**src/rtl/led_fader_pkg.sv**
```systemverilog
// led_fader_pkg: shared widths and constants for the cylon LED afterglow fader.
// Consumers import this package with import led_fader_pkg::*.
package led_fader_pkg;

  // Default brightness / PWM counter width in bits.
  localparam int MXPWM_DEFAULT = 4;

  // Default decay prescaler width in bits.
  localparam int MXDECAY_DEFAULT = 18;

  // Full-on brightness at the default width (all ones).
  localparam logic [MXPWM_DEFAULT-1:0] BMAX = {MXPWM_DEFAULT{1'b1}};

  // Number of LED channels driven by the fader.
  localparam int NUM_CHAN = 8;

endpackage

```
**src/rtl/led_fader_chan.sv**
```systemverilog
// led_fader_chan: one LED channel -- brightness register with saturating decay,
// duty computation and registered PWM compare.
// Optional macro LED_FADER_GAMMA_EN selects a squared (perceptual) duty curve;
// without it the duty is the brightness itself.
module led_fader_chan
  import led_fader_pkg::*;
#(
  parameter int MXPWM = MXPWM_DEFAULT
) (
  input  logic             clock,
  input  logic             reset_n,
  input  logic             i_enable,
  input  logic             i_pattern,
  input  logic             i_decayTick,
  input  logic [MXPWM-1:0] i_pwmCnt,
  output logic             o_led
);

  localparam logic [MXPWM-1:0] CHAN_BMAX = {MXPWM{1'b1}};

  logic [MXPWM-1:0] r_brightness;
  logic [MXPWM-1:0] w_duty;
  logic             r_led;

`ifdef LED_FADER_GAMMA_EN
  logic [2*MXPWM-1:0] w_brightWide;
  logic [2*MXPWM-1:0] w_square;

  // Squaring the brightness and keeping the top half gives a gentler tail.
  assign w_brightWide = {{MXPWM{1'b0}}, r_brightness};
  assign w_square     = w_brightWide * w_brightWide;
  assign w_duty       = MXPWM'(w_square >> MXPWM);
`else
  assign w_duty = r_brightness;
`endif

  // Brightness: a lit eye reloads full-on, otherwise fade one step per decay tick down to dark.
  always_ff @(posedge clock or negedge reset_n) begin
    if (!reset_n) begin
      r_brightness <= '0;
    end else if (!i_enable) begin
      r_brightness <= '0;
    end else if (i_pattern) begin
      r_brightness <= CHAN_BMAX;
    end else if (i_decayTick && (r_brightness != '0)) begin
      r_brightness <= r_brightness - MXPWM'(1);
    end
  end

  // Output register: full brightness is solid on, anything less is PWM against the shared counter.
  always_ff @(posedge clock or negedge reset_n) begin
    if (!reset_n) begin
      r_led <= 1'b0;
    end else if (!i_enable) begin
      r_led <= 1'b0;
    end else begin
      r_led <= (r_brightness == CHAN_BMAX) || (i_pwmCnt < w_duty);
    end
  end

  assign o_led = r_led;

endmodule

```
**src/rtl/led_fader.sv**
```systemverilog
// led_fader: afterglow fader for the cylon eye. Shared PWM counter and decay
// prescaler live here; eight led_fader_chan instances hold the per-LED state.
// Optional macro LED_FADER_GAMMA_EN (applied inside led_fader_chan) selects a
// perceptual duty curve.
module led_fader
  import led_fader_pkg::*;
#(
  parameter int MXPWM   = MXPWM_DEFAULT,
  parameter int MXDECAY = MXDECAY_DEFAULT
) (
  input  logic                clock,
  input  logic                reset_n,
  input  logic [NUM_CHAN-1:0] pattern_in,
  input  logic                enable,
  input  logic [1:0]          decay_rate,
  output logic [NUM_CHAN-1:0] led_out
);

  logic [MXPWM-1:0]    r_pwmCnt;
  logic [MXDECAY-1:0]  r_prescaler;
  logic [MXDECAY:0]    w_step;
  logic [MXDECAY:0]    w_sum;
  logic                w_decayTick;
  logic [NUM_CHAN-1:0] w_led;

  // The decay tick is the carry out of the prescaler add, so a faster rate simply wraps sooner.
  assign w_step      = (MXDECAY+1)'(decay_rate) + (MXDECAY+1)'(1);
  assign w_sum       = {1'b0, r_prescaler} + w_step;
  assign w_decayTick = enable & w_sum[MXDECAY];

  // Shared timebase: PWM counter and decay prescaler run only while enabled and clear otherwise.
  always_ff @(posedge clock or negedge reset_n) begin
    if (!reset_n) begin
      r_pwmCnt    <= '0;
      r_prescaler <= '0;
    end else if (!enable) begin
      r_pwmCnt    <= '0;
      r_prescaler <= '0;
    end else begin
      r_pwmCnt    <= r_pwmCnt + MXPWM'(1);
      r_prescaler <= w_sum[MXDECAY-1:0];
    end
  end

  for (genvar g = 0; g < NUM_CHAN; g++) begin : g_chan
    led_fader_chan #(
      .MXPWM(MXPWM)
    ) u_chan (
      .clock       (clock),
      .reset_n     (reset_n),
      .i_enable    (enable),
      .i_pattern   (pattern_in[g]),
      .i_decayTick (w_decayTick),
      .i_pwmCnt    (r_pwmCnt),
      .o_led       (w_led[g])
    );
  end

  assign led_out = w_led;

endmodule
```
**config.mk**
```make
export PLATFORM = sky130hd
export DESIGN_NAME = led_fader
export DESIGN_NICKNAME = d
export VERILOG_FILES = /design/src/rtl/led_fader_pkg.sv /design/src/rtl/led_fader_chan.sv /design/src/rtl/led_fader.sv
export SDC_FILE = /design/constraint.sdc
export NUM_CORES = 1
export LEC_CHECK = 0
export CAP_MARGIN = 20
export CORE_UTILIZATION = 54
export DETAILED_ROUTE_END_ITERATION = 7
export GPL_TIMING_DRIVEN = 0
export PLACE_DENSITY_LB_ADDON = 0.2
export SYNTH_ARGS = -nofsm -noshare
export SYNTH_HDL_FRONTEND = slang
export SYNTH_HIERARCHICAL = 1
export SYNTH_SLANG_ARGS = --single-unit
export TNS_END_PERCENT = 30
```
**constraint.sdc**
```tcl
create_clock -name clock -period 4.9 [get_ports clock]
set_input_delay 0.49 -clock clock [delete_from_list [all_inputs] [get_ports clock]]
set_output_delay 0.49 -clock clock [all_outputs]
set_load 0.01 [all_outputs]
```
==> results of run 1 <==
power breakdown:
| part | internal, W | switching [W] |
|---|---|---|
| logic | 0.0000929 | 0.000108 |
| registers | 0.000546 | 0.0000376 |
| clock network | 0.000190 | 0.000185 |
| total | 0.000829 | 0.000331 |
cells by family after synthesis:
kind of cell               synth area share
DFF                                   0.398
and+or+nand+nor                       0.223
AOI/OAI and AO/OA                     0.159
adders and majority gates             0.143
muxes                               0.00257
xor gates and xnor gates             0.0292
buffers and inverters                0.0453
cell usage after synthesis (6+ instances only):
cell	count	area (um^2)
nor3_1	11	55.1
a21oi_1	27	135
o31a_1	24	210
nand2_1	39	146
ha_1	43	538
o211ai_1	10	75.1
xnor2_1	6	52.6
xor2_1	7	61.3
o311a_1	8	80.1
or4b_1	8	80.1
dfrtp_1	62	1550
and3b_1	8	70.1
inv_1	45	169
and3_1	10	62.6
nor2_1	33	124
o2111ai_1	10	87.6
or3b_1	8	70.1
nand4_1	10	62.6
nor3b_1	8	60.1
cell usage in the layout (no fill, tap or decap), types with 2 or more instances in the layout:
cell	netlist	routed
a21oi_1	27	27
and3_1	10	10
and3b_1	8	8
and4_1	2	2
clkbuf_1	1	3
clkbuf_8	0	10
clkdlybuf4s50_1	0	18
clkinv_2	0	2
dfrtp_1	62	62
ha_1	43	43
inv_1	45	45
nand2_1	39	39
nand2b_1	3	3
nand3_1	3	3
nand4_1	10	10
nor2_1	33	33
nor3_1	11	10
nor3b_1	8	8
nor4_1	2	2
o2111ai_1	10	10
o211ai_1	10	10
o21ai_0	5	5
o311a_1	8	8
o31a_1	24	24
or3_1	2	2
or3b_1	8	8
or4b_1	8	8
xnor2_1	6	6
xor2_1	7	7
metal layers:
metal	GRT usage	share of wire
met5	0	0
met4	0.108	0.016
met3	0.0313	0.031
met2	0.411	0.50
met1	0.287	0.45
per-stage QoR:
step	setup TNS, ns	cells	worst slack, ns
final	0	538	0.701
after global routing	0	538	0.508
after CTS	0	538	0.726
after detailed placement	0	524	0.373
after global placement	-12.59	522	-0.709
after floorplan	0	406	0.624
worst min-delay path by stage:
| stage | from | end | slack [ns] | cells past startpoint |
|---|---|---|---|---|
| 6_report | reset_n | r_prescaler[9]$_DFF_PN0_ | 0.24 | 1 |
| 5_1_grt | reset_n | g_chan[4].u_chan/r_brightness[3]$_DFFE_PN0P_ | 0.30 | 1 |
| 4_1_cts | reset_n | g_chan[6].u_chan/r_brightness[1]$_DFFE_PN0P_ | 0.27 | 1 |
| 3_5_place_dp | r_prescaler[17]$_DFF_PN0_ | r_prescaler[17]$_DFF_PN0_ | 0.55 | 2 |
| 3_3_place_gp | r_prescaler[12]$_DFF_PN0_ | r_prescaler[12]$_DFF_PN0_ | 0.54 | 2 |
| 2_1_floorplan | reset_n | g_chan[0].u_chan/o_led$_DFF_PN0_ | 0.19 | 0 |
sequential cells by signal, summed over array words and instances, names as in the netlist:
name and flops:
g_chan.u_chan/o_led 8, g_chan.u_chan/r_brightness 32, r_prescaler 18, r_pwmCnt 4
critical path: stages:
cell	delay, ns
clkdlybuf4s50_1	0.45
inv_1	0.04
ha_1	0.22
fa_1	0.42
nand2b_1	0.26
or4b_4	0.60
nor3_4	0.84
buf_16	0.25
or4b_1	0.47
o311a_1	0.35
layout make-up:
class                           instances  area [um^2]  share of cell area
Clock buffer                           12          145              0.0328
Inverter                               46          173              0.0390
Sequential cell                        62         1550               0.351
Timing Repair Buffer                   22          240              0.0543
Tap cell                               96          120              0.0272
Buffer                                  1         3.75            0.000849
Clock inverter                          2         10.0             0.00226
Multi-Input combinational cell        297         2180               0.493
==> impl_metrics.json, run 1 <==
{
  "end_kind": "flip-flop",
  "antenna_found_initial": 0,
  "postCtsResizedCells": 0,
  "setup_violations": 0,
  "fillerInstances": 554,
  "syn_avg_cell_area_um2": 9.60,
  "maxCapViolCount": 0,
  "htreeDepth": 3,
  "fin_area_mm2": 0.00442,
  "slew_violations": 0,
  "peakVddDrop_v": 0.000157,
  "holdWs_ns": 0.238,
  "ff2ff_setup_slack_ns": 1.01,
  "synth_ff_type": "dfrtp_1",
  "antennaDiodeCount": 0,
  "yosysWarnings": 6,
  "rows": 30,
  "io_buffers": 20,
  "crit_end": "g_chan[5].u_chan/r_brightness[3]$_DFFE_PN0P_",
  "cts_inserted_buffers": 9,
  "areaGrowthSynthToFinish_pct": 13.5,
  "rr_startpoint": "r_prescaler[0]$_DFF_PN0_",
  "grt_max_degree": 63,
  "start_util": 0.567,
  "syn_inst": 406,
  "hp-class": "in2async",
  "antenna_left": 0,
  "drive_gt1_frac": 0.0498,
  "hold_buffers": 0,
  "worst_pin_slew_ns": 0.992,
  "grt_pass1_wl_um": 13800,
  "layout_min_cycle_time_ns": 4.20,
  "status": "finished clean",
  "wirelength_um": 7940,
  "grt_pass1_vias": 3133,
  "io_pins": 21,
  "reg2reg_depth": 9,
  "synth_edf_count": 0,
  "arrival_ns": 4.41,
  "wire_per_inst_um": 14.8,
  "grt_usage": 0.235,
  "worstPathRequired_ns": 5.11,
  "clkTransAtPathRegs_ns": 0.06,
  "design.die.area_mm2": 0.00756,
  "clock_skew_ns": 0.00958,
  "startpoint": "decay_rate[0]",
  "fin_util": 0.644,
  "reg2reg_to": "g_chan[5].u_chan/r_brightness[3]$_DFFE_PN0P_",
  "synth.distinct_cells": 37,
  "die_h_um": 86.9,
  "ys_seq_area_frac": 0.398,
  "postSynth.asyncResetShare": 1.00,
  "clock-root-buffer": "clkbuf_8",
  "post-route-period-util": 0.857,
  "critPathKind": "in2reg",
  "postPlaceCellArea_mm2": 0.00427,
  "via_per_inst": 5.86,
  "power_density_mw_per_mm2": 262,
  "synth_area_mm2": 0.00390,
  "nets": 496,
  "slew_headroom": 0.336,
  "synth_seq_cells": 62,
  "drt_iter0_drc": 173,
  "clockBufferDepth": 2,
  "clock_latency_ns": 0.33,
  "place_congestion": 0.779,
  "fin_total_pwr_w": 0.00116,
  "cts_setup_buffers": 0,
  "drc_errors": 0,
  "fmax_ghz": 0.238,
  "rsz0062_at_grt": "false",
  "leakage_nw": 2.02,
  "crit_path_max_fanout": 31,
  "firstDrtPassIters": 4,
  "hold_viol_final": 0,
  "tritoncts": "built",
  "die_width_um": 86.9,
  "grt_overflow": 0,
  "start_kind": "input port",
  "syn_nets": 463,
  "via_count": 3154,
  "coreArea_mm2": 0.00687,
  "numClockSinks": 62,
  "dp_hpwl_um": 5520
}
No activity file was read; power rests on OpenSTA's default activity.
==> run 2, diff against run 1 <==
--- a/config.mk
+++ b/config.mk
@@ -6,10 +6,13 @@
 export NUM_CORES = 1
 export LEC_CHECK = 0
 export CAP_MARGIN = 20
+export CORE_ASPECT_RATIO = 1.4
 export CORE_UTILIZATION = 54
 export DETAILED_ROUTE_END_ITERATION = 7
+export GPL_ROUTABILITY_DRIVEN = 0
 export GPL_TIMING_DRIVEN = 0
 export PLACE_DENSITY_LB_ADDON = 0.2
+export RECOVER_POWER = 50
 export SYNTH_ARGS = -nofsm -noshare
 export SYNTH_HDL_FRONTEND = slang
 export SYNTH_HIERARCHICAL = 1
==> run 2 against run 1 <==
Against the previous run:
- the run now ends with max-capacitance violations, max-slew violations left
- sequential share of layout area down 0.079 points
- clock power rose by 22%
- global-route usage shrank 0.37 points
- non-clock buffer count unchanged
- power grew 6.8%
- critical endpoint is now g_chan[7].u_chan/r_brightness[3]$_DFFE_PN0P_
- largest cell class unchanged
==> impl_metrics.json, run 2 (same netlist as run 1, synthesis figures left out) <==
{
  "status": "finished with violations",
  "violations": "max-capacitance violations, max-slew violations",
  "start_kind": "input port",
  "setup_ws_ns": 0.669,
  "worst_pin_slew_ns": 3.36,
  "worstPathRequired_ns": 5.13,
  "hp-class": "in2reg",
  "power_density_mw_per_mm2": 279,
  "io_pins": 21,
  "top_register": "g_chan.u_chan/r_brightness",
  "fin_area_mm2": 0.00443,
  "post-route-period-util": 0.863,
  "arrival_ns": 4.46,
  "clock_skew_ns": 0.0151,
  "clock-root-buffer": "clkbuf_8",
  "postPlaceCellArea_mm2": 0.00425,
  "fin_tns_setup_ns": 0,
  "cts_setup_buffers": 0,
  "dpl_worst_slack_ns": 0.476,
  "slew_headroom": -1.24,
  "hold_buffers": 0,
  "end_kind": "flip-flop",
  "clkTransAtPathRegs_ns": 0.08,
  "final_cell_mix": "dfrtp_1 (62), inv_1 (45), ha_1 (43), nand2_1 (39), nor2_1 (33)",
  "leakage_nw": 2.02,
  "maxCapViolCount": 2,
  "nets": 496,
  "htreeDepth": 3,
  "crit_path_max_fanout": 53,
  "grt_overflow": 0,
  "start_util": 0.558,
  "wire_per_inst_um": 14.7,
  "areaGrowthSynthToFinish_pct": 13.8,
  "fin_total_pwr_w": 0.00124,
  "drive_gt1_frac": 0.0541,
  "tritoncts": "built",
  "die_h_um": 103,
  "setup_violations": 0,
  "antenna_left": 0,
  "dp_hpwl_um": 5390,
  "grt_pass1_wl_um": 13300,
  "io_buffers": 20,
  "firstDrtPassIters": 7,
  "fin_util": 0.635,
  "wirelength_um": 7950,
  "grt_usage": 0.231,
  "coreArea_mm2": 0.00698,
  "hold_viol_final": 0,
  "critPathKind": "in2reg",
  "via_per_inst": 5.84,
  "grt_max_degree": 63,
  "numClockSinks": 62,
  "holdCritStartpoint": "enable",
  "grt_pass1_vias": 3079,
  "largest_register_ffs": 32,
  "layout_commonest_cell": "dfrtp_1",
  "cts_inserted_buffers": 9,
  "startpoint": "enable",
  "clockBufferDepth": 2,
  "postCtsResizedCells": 0,
  "layout_min_cycle_time_ns": 4.23,
  "rsz0062_at_grt": "false",
  "peakVddDrop_v": 0.000200,
  "antennaDiodeCount": 0,
  "design.die.area_mm2": 0.00756,
  "clock_latency_ns": 0.36,
  "antenna_found_initial": 0,
  "fmax_ghz": 0.236,
  "via_count": 3149,
  "drc_errors": 0,
  "slew_violations": 117,
  "drt_iter0_drc": 157,
  "rows": 36,
  "rr_startpoint": "r_prescaler[0]$_DFF_PN0_",
  "die_width_um": 73.8
}
==> run 2: worst paths after layout <==
| kind | endpoint | slack (ns) | depth (start not counted) |
|---|---|---|---|
| max | g_chan[7].u_chan/r_brightness[3]$_DFFE_PN0P_ | 0.67 | 7 |
| min | g_chan[0].u_chan/r_brightness[0]$_DFFE_PN0P_ | 0.37 | 2 |
| max reg2reg | g_chan[7].u_chan/r_brightness[3]$_DFFE_PN0P_ | 1.09 | 9 |
| min reg2reg | r_prescaler[12]$_DFF_PN0_ | 0.56 | 2 |
| max in group asynchronous | g_chan[5].u_chan/r_brightness[1]$_DFFE_PN0P_ | 1.74 | 1 |
| min in group asynchronous | g_chan[6].u_chan/r_brightness[2]$_DFFE_PN0P_ | 1.27 | 1 |
==> run 2: metal layers <==
metal | vias up | GRT usage | wire (um)
met5 | - | 0 | 0
met1 | 1547 | 0.257 | 3490
li1 | 1554 | - | -
met3 | 8 | 0.0430 | 179
met2 | 40 | 0.426 | 4170
met4 | 0 | 0.0947 | 113
==> run 2: final cells by class <==
type	count	area [um^2]
clock inverters	6	61.3
inverters	46	173
fillers	608	2550
well taps	95	119
repair buffers	22	208
multi-input cells	297	2180
flip-flops and latches	62	1550
clock buffers	10	138
plain buffers	1	3.75
==> run 2: worst max-delay path: stages <==
cell	delay (ns)
buf_2	0.10
clkbuf_1	1.69
nand2_1	0.27
nor3_4	0.75
buf_8	0.29
or4b_1	0.50
o311a_1	0.35
==> run 2: power by group <==
| part | internal [W] | switching (W) |
|---|---|---|
| combinational | 0.0000920 | 0.000105 |
| clock | 0.000247 | 0.000213 |
| sequential | 0.000546 | 0.0000365 |
==> run 2: through the flow <==
step	hold WS [ns]	instances
after global routing	0.376	539
after detailed placement	0.542	523
after floorplan	0.194	406
after global placement	0.538	521
after CTS	0.257	539
final	0.373	539
==> run 3, diff against run 2 <==
--- a/config.mk
+++ b/config.mk
@@ -11,7 +11,7 @@
 export DETAILED_ROUTE_END_ITERATION = 7
 export GPL_ROUTABILITY_DRIVEN = 0
 export GPL_TIMING_DRIVEN = 0
-export PLACE_DENSITY_LB_ADDON = 0.2
+export PLACE_DENSITY = 0.73
 export RECOVER_POWER = 50
 export SYNTH_ARGS = -nofsm -noshare
 export SYNTH_HDL_FRONTEND = slang
==> run 3 against run 2 <==
Against the previous run:
- the flow still finishes with violations (max-capacitance violations, max-slew violations)
- die area unchanged
- routed wire length decreased by 0.38%
- via count increased by 0.29%
- hold slack improved by 0.20 ns
- sequential power about the same
- sequential cell count unchanged
- critical endpoint is now g_chan[0].u_chan/r_brightness[3]$_DFFE_PN0P_
==> impl_metrics.json, run 3 (same netlist as run 1, synthesis figures left out) <==
{
  "critPathKind": "in2reg",
  "grt_max_degree": 63,
  "fin_util": 0.634,
  "fillerInstances": 583,
  "hold_buffers": 0,
  "start_kind": "input port",
  "tritoncts": "built",
  "postCtsResizedCells": 0,
  "io_pins": 21,
  "dp_hpwl_um": 5490,
  "via_per_inst": 5.86,
  "areaGrowthSynthToFinish_pct": 13.6,
  "drt_iter0_drc": 137,
  "drive_gt1_frac": 0.0450,
  "holdCritStartpoint": "r_prescaler[17]$_DFF_PN0_",
  "drc_errors": 0,
  "layout_min_cycle_time_ns": 4.22,
  "wire_per_inst_um": 14.7,
  "cpMaxStageDelayCell": "clkbuf_1",
  "via_count": 3158,
  "layout_commonest_cell": "dfrtp_1",
  "final_cell_mix": "dfrtp_1 (62), inv_1 (45), ha_1 (43), nand2_1 (39), nor2_1 (33)",
  "die_width_um": 73.8,
  "rr_startpoint": "r_prescaler[0]$_DFF_PN0_",
  "htreeDepth": 3,
  "antennaDiodeCount": 0,
  "antenna_left": 0,
  "clkTransAtPathRegs_ns": 0.07,
  "post-route-period-util": 0.860,
  "grt_pass1_vias": 3063,
  "clock-root-buffer": "clkbuf_8",
  "violations": "max-capacitance violations, max-slew violations",
  "crit_path_max_fanout": 43,
  "wirelength_um": 7920,
  "cpPeakStageDelay_ns": 1.43,
  "design.die.area_mm2": 0.00756,
  "grt_overflow": 0,
  "end_kind": "flip-flop",
  "path_cells": "clkbuf_1, clkbuf_1, nand2_1, nor3_4, buf_16, buf_8, or4b_1, o311a_1",
  "clock_latency_ns": 0.35,
  "cts_inserted_buffers": 9,
  "setup_violations": 0,
  "holdWs_ns": 0.574,
  "start_util": 0.558,
  "rsz0062_at_grt": "false",
  "hp-class": "reg2reg",
  "slew_headroom": -1.26,
  "top_register": "g_chan.u_chan/r_brightness",
  "grt_usage": 0.232,
  "nets": 497,
  "dp_cells": 524,
  "hold_viol_final": 0,
  "maxCapViolCount": 2,
  "power_density_mw_per_mm2": 266,
  "arrival_ns": 4.45,
  "postPlaceCellArea_mm2": 0.00428,
  "numClockSinks": 62,
  "largest_register_ffs": 32,
  "fin_total_pwr_w": 0.00118,
  "clockBufferDepth": 2,
  "leakage_nw": 2.02,
  "die_h_um": 103,
  "antenna_found_initial": 0,
  "grt_pass1_wl_um": 13300,
  "status": "finished with violations",
  "io_buffers": 20,
  "peakVddDrop_v": 0.000160,
  "clock_skew_ns": 0.00888,
  "startpoint": "enable",
  "worstPathRequired_ns": 5.14,
  "fmax_ghz": 0.237,
  "coreArea_mm2": 0.00698,
  "cts_setup_buffers": 0,
  "firstDrtPassIters": 4,
  "crit_top_cell": "clkbuf_1",
  "rows": 36,
  "slew_violations": 107,
  "fin_area_mm2": 0.00443,
  "worst_pin_slew_ns": 3.39,
  "fin_cells": 539
}
run 3: worst max-delay path, delay by kind of cell:
kind            cells  cell delay [ns]
compound gates      1             0.35
buf+inv             4             2.24
simple gates        3             1.34
run 3: power breakdown:
| group | switching [W] | total, W | internal (W) |
|---|---|---|---|
| Sequential | 0.0000364 | 0.000582 | 0.000546 |
| Clock | 0.000188 | 0.000396 | 0.000208 |
| Combinational | 0.000106 | 0.000197 | 0.0000918 |
| Total | 0.000330 | 0.00118 | 0.000846 |
run 3: layout make-up:
type,instances,area (um^2),share of cell area
sequential,62,1550,0.350
buffer,1,3.75,0.000848
tap,95,119,0.0268
multi-input combinational,297,2180,0.492
inverter,46,173,0.0390
clock buffer,14,163,0.0367
clock inverter,1,5.00,0.00113
timing repair buffer,23,234,0.0528
run 3: metrics by stage:
step / setup WS, ns / setup TNS [ns]
6_report: 0.684 / 0
5_1_grt: 0.377 / 0
4_1_cts: 0.843 / 0
3_5_place_dp: 0.470 / 0
3_3_place_gp: -0.720 / -12.79
2_1_floorplan: 0.624 / 0
run 3: routing by layer:
layer | share of wire | routed length [um] | vias up | global-route usage
li1 | - | - | 1549 | -
met1 | 0.45 | 3580 | 1557 | 0.268
met2 | 0.51 | 4030 | 39 | 0.409
met3 | 0.016 | 128 | 13 | 0.0342
met4 | 0.022 | 175 | 0 | 0.126
met5 | 0 | 0 | - | 0
run 3: final timing paths:
path                                                           endpoint  slack [ns]  depth (start not counted)
max                        g_chan[0].u_chan/r_brightness[3]$_DFFE_PN0P_        0.68                          8
min                                           r_prescaler[17]$_DFF_PN0_        0.57                          2
max reg2reg                g_chan[0].u_chan/r_brightness[3]$_DFFE_PN0P_        1.13                         10
min reg2reg                                   r_prescaler[17]$_DFF_PN0_        0.57                          2
max in group asynchronous  g_chan[1].u_chan/r_brightness[0]$_DFFE_PN0P_        1.71                          1
min in group asynchronous                      r_prescaler[9]$_DFF_PN0_        1.28                          1
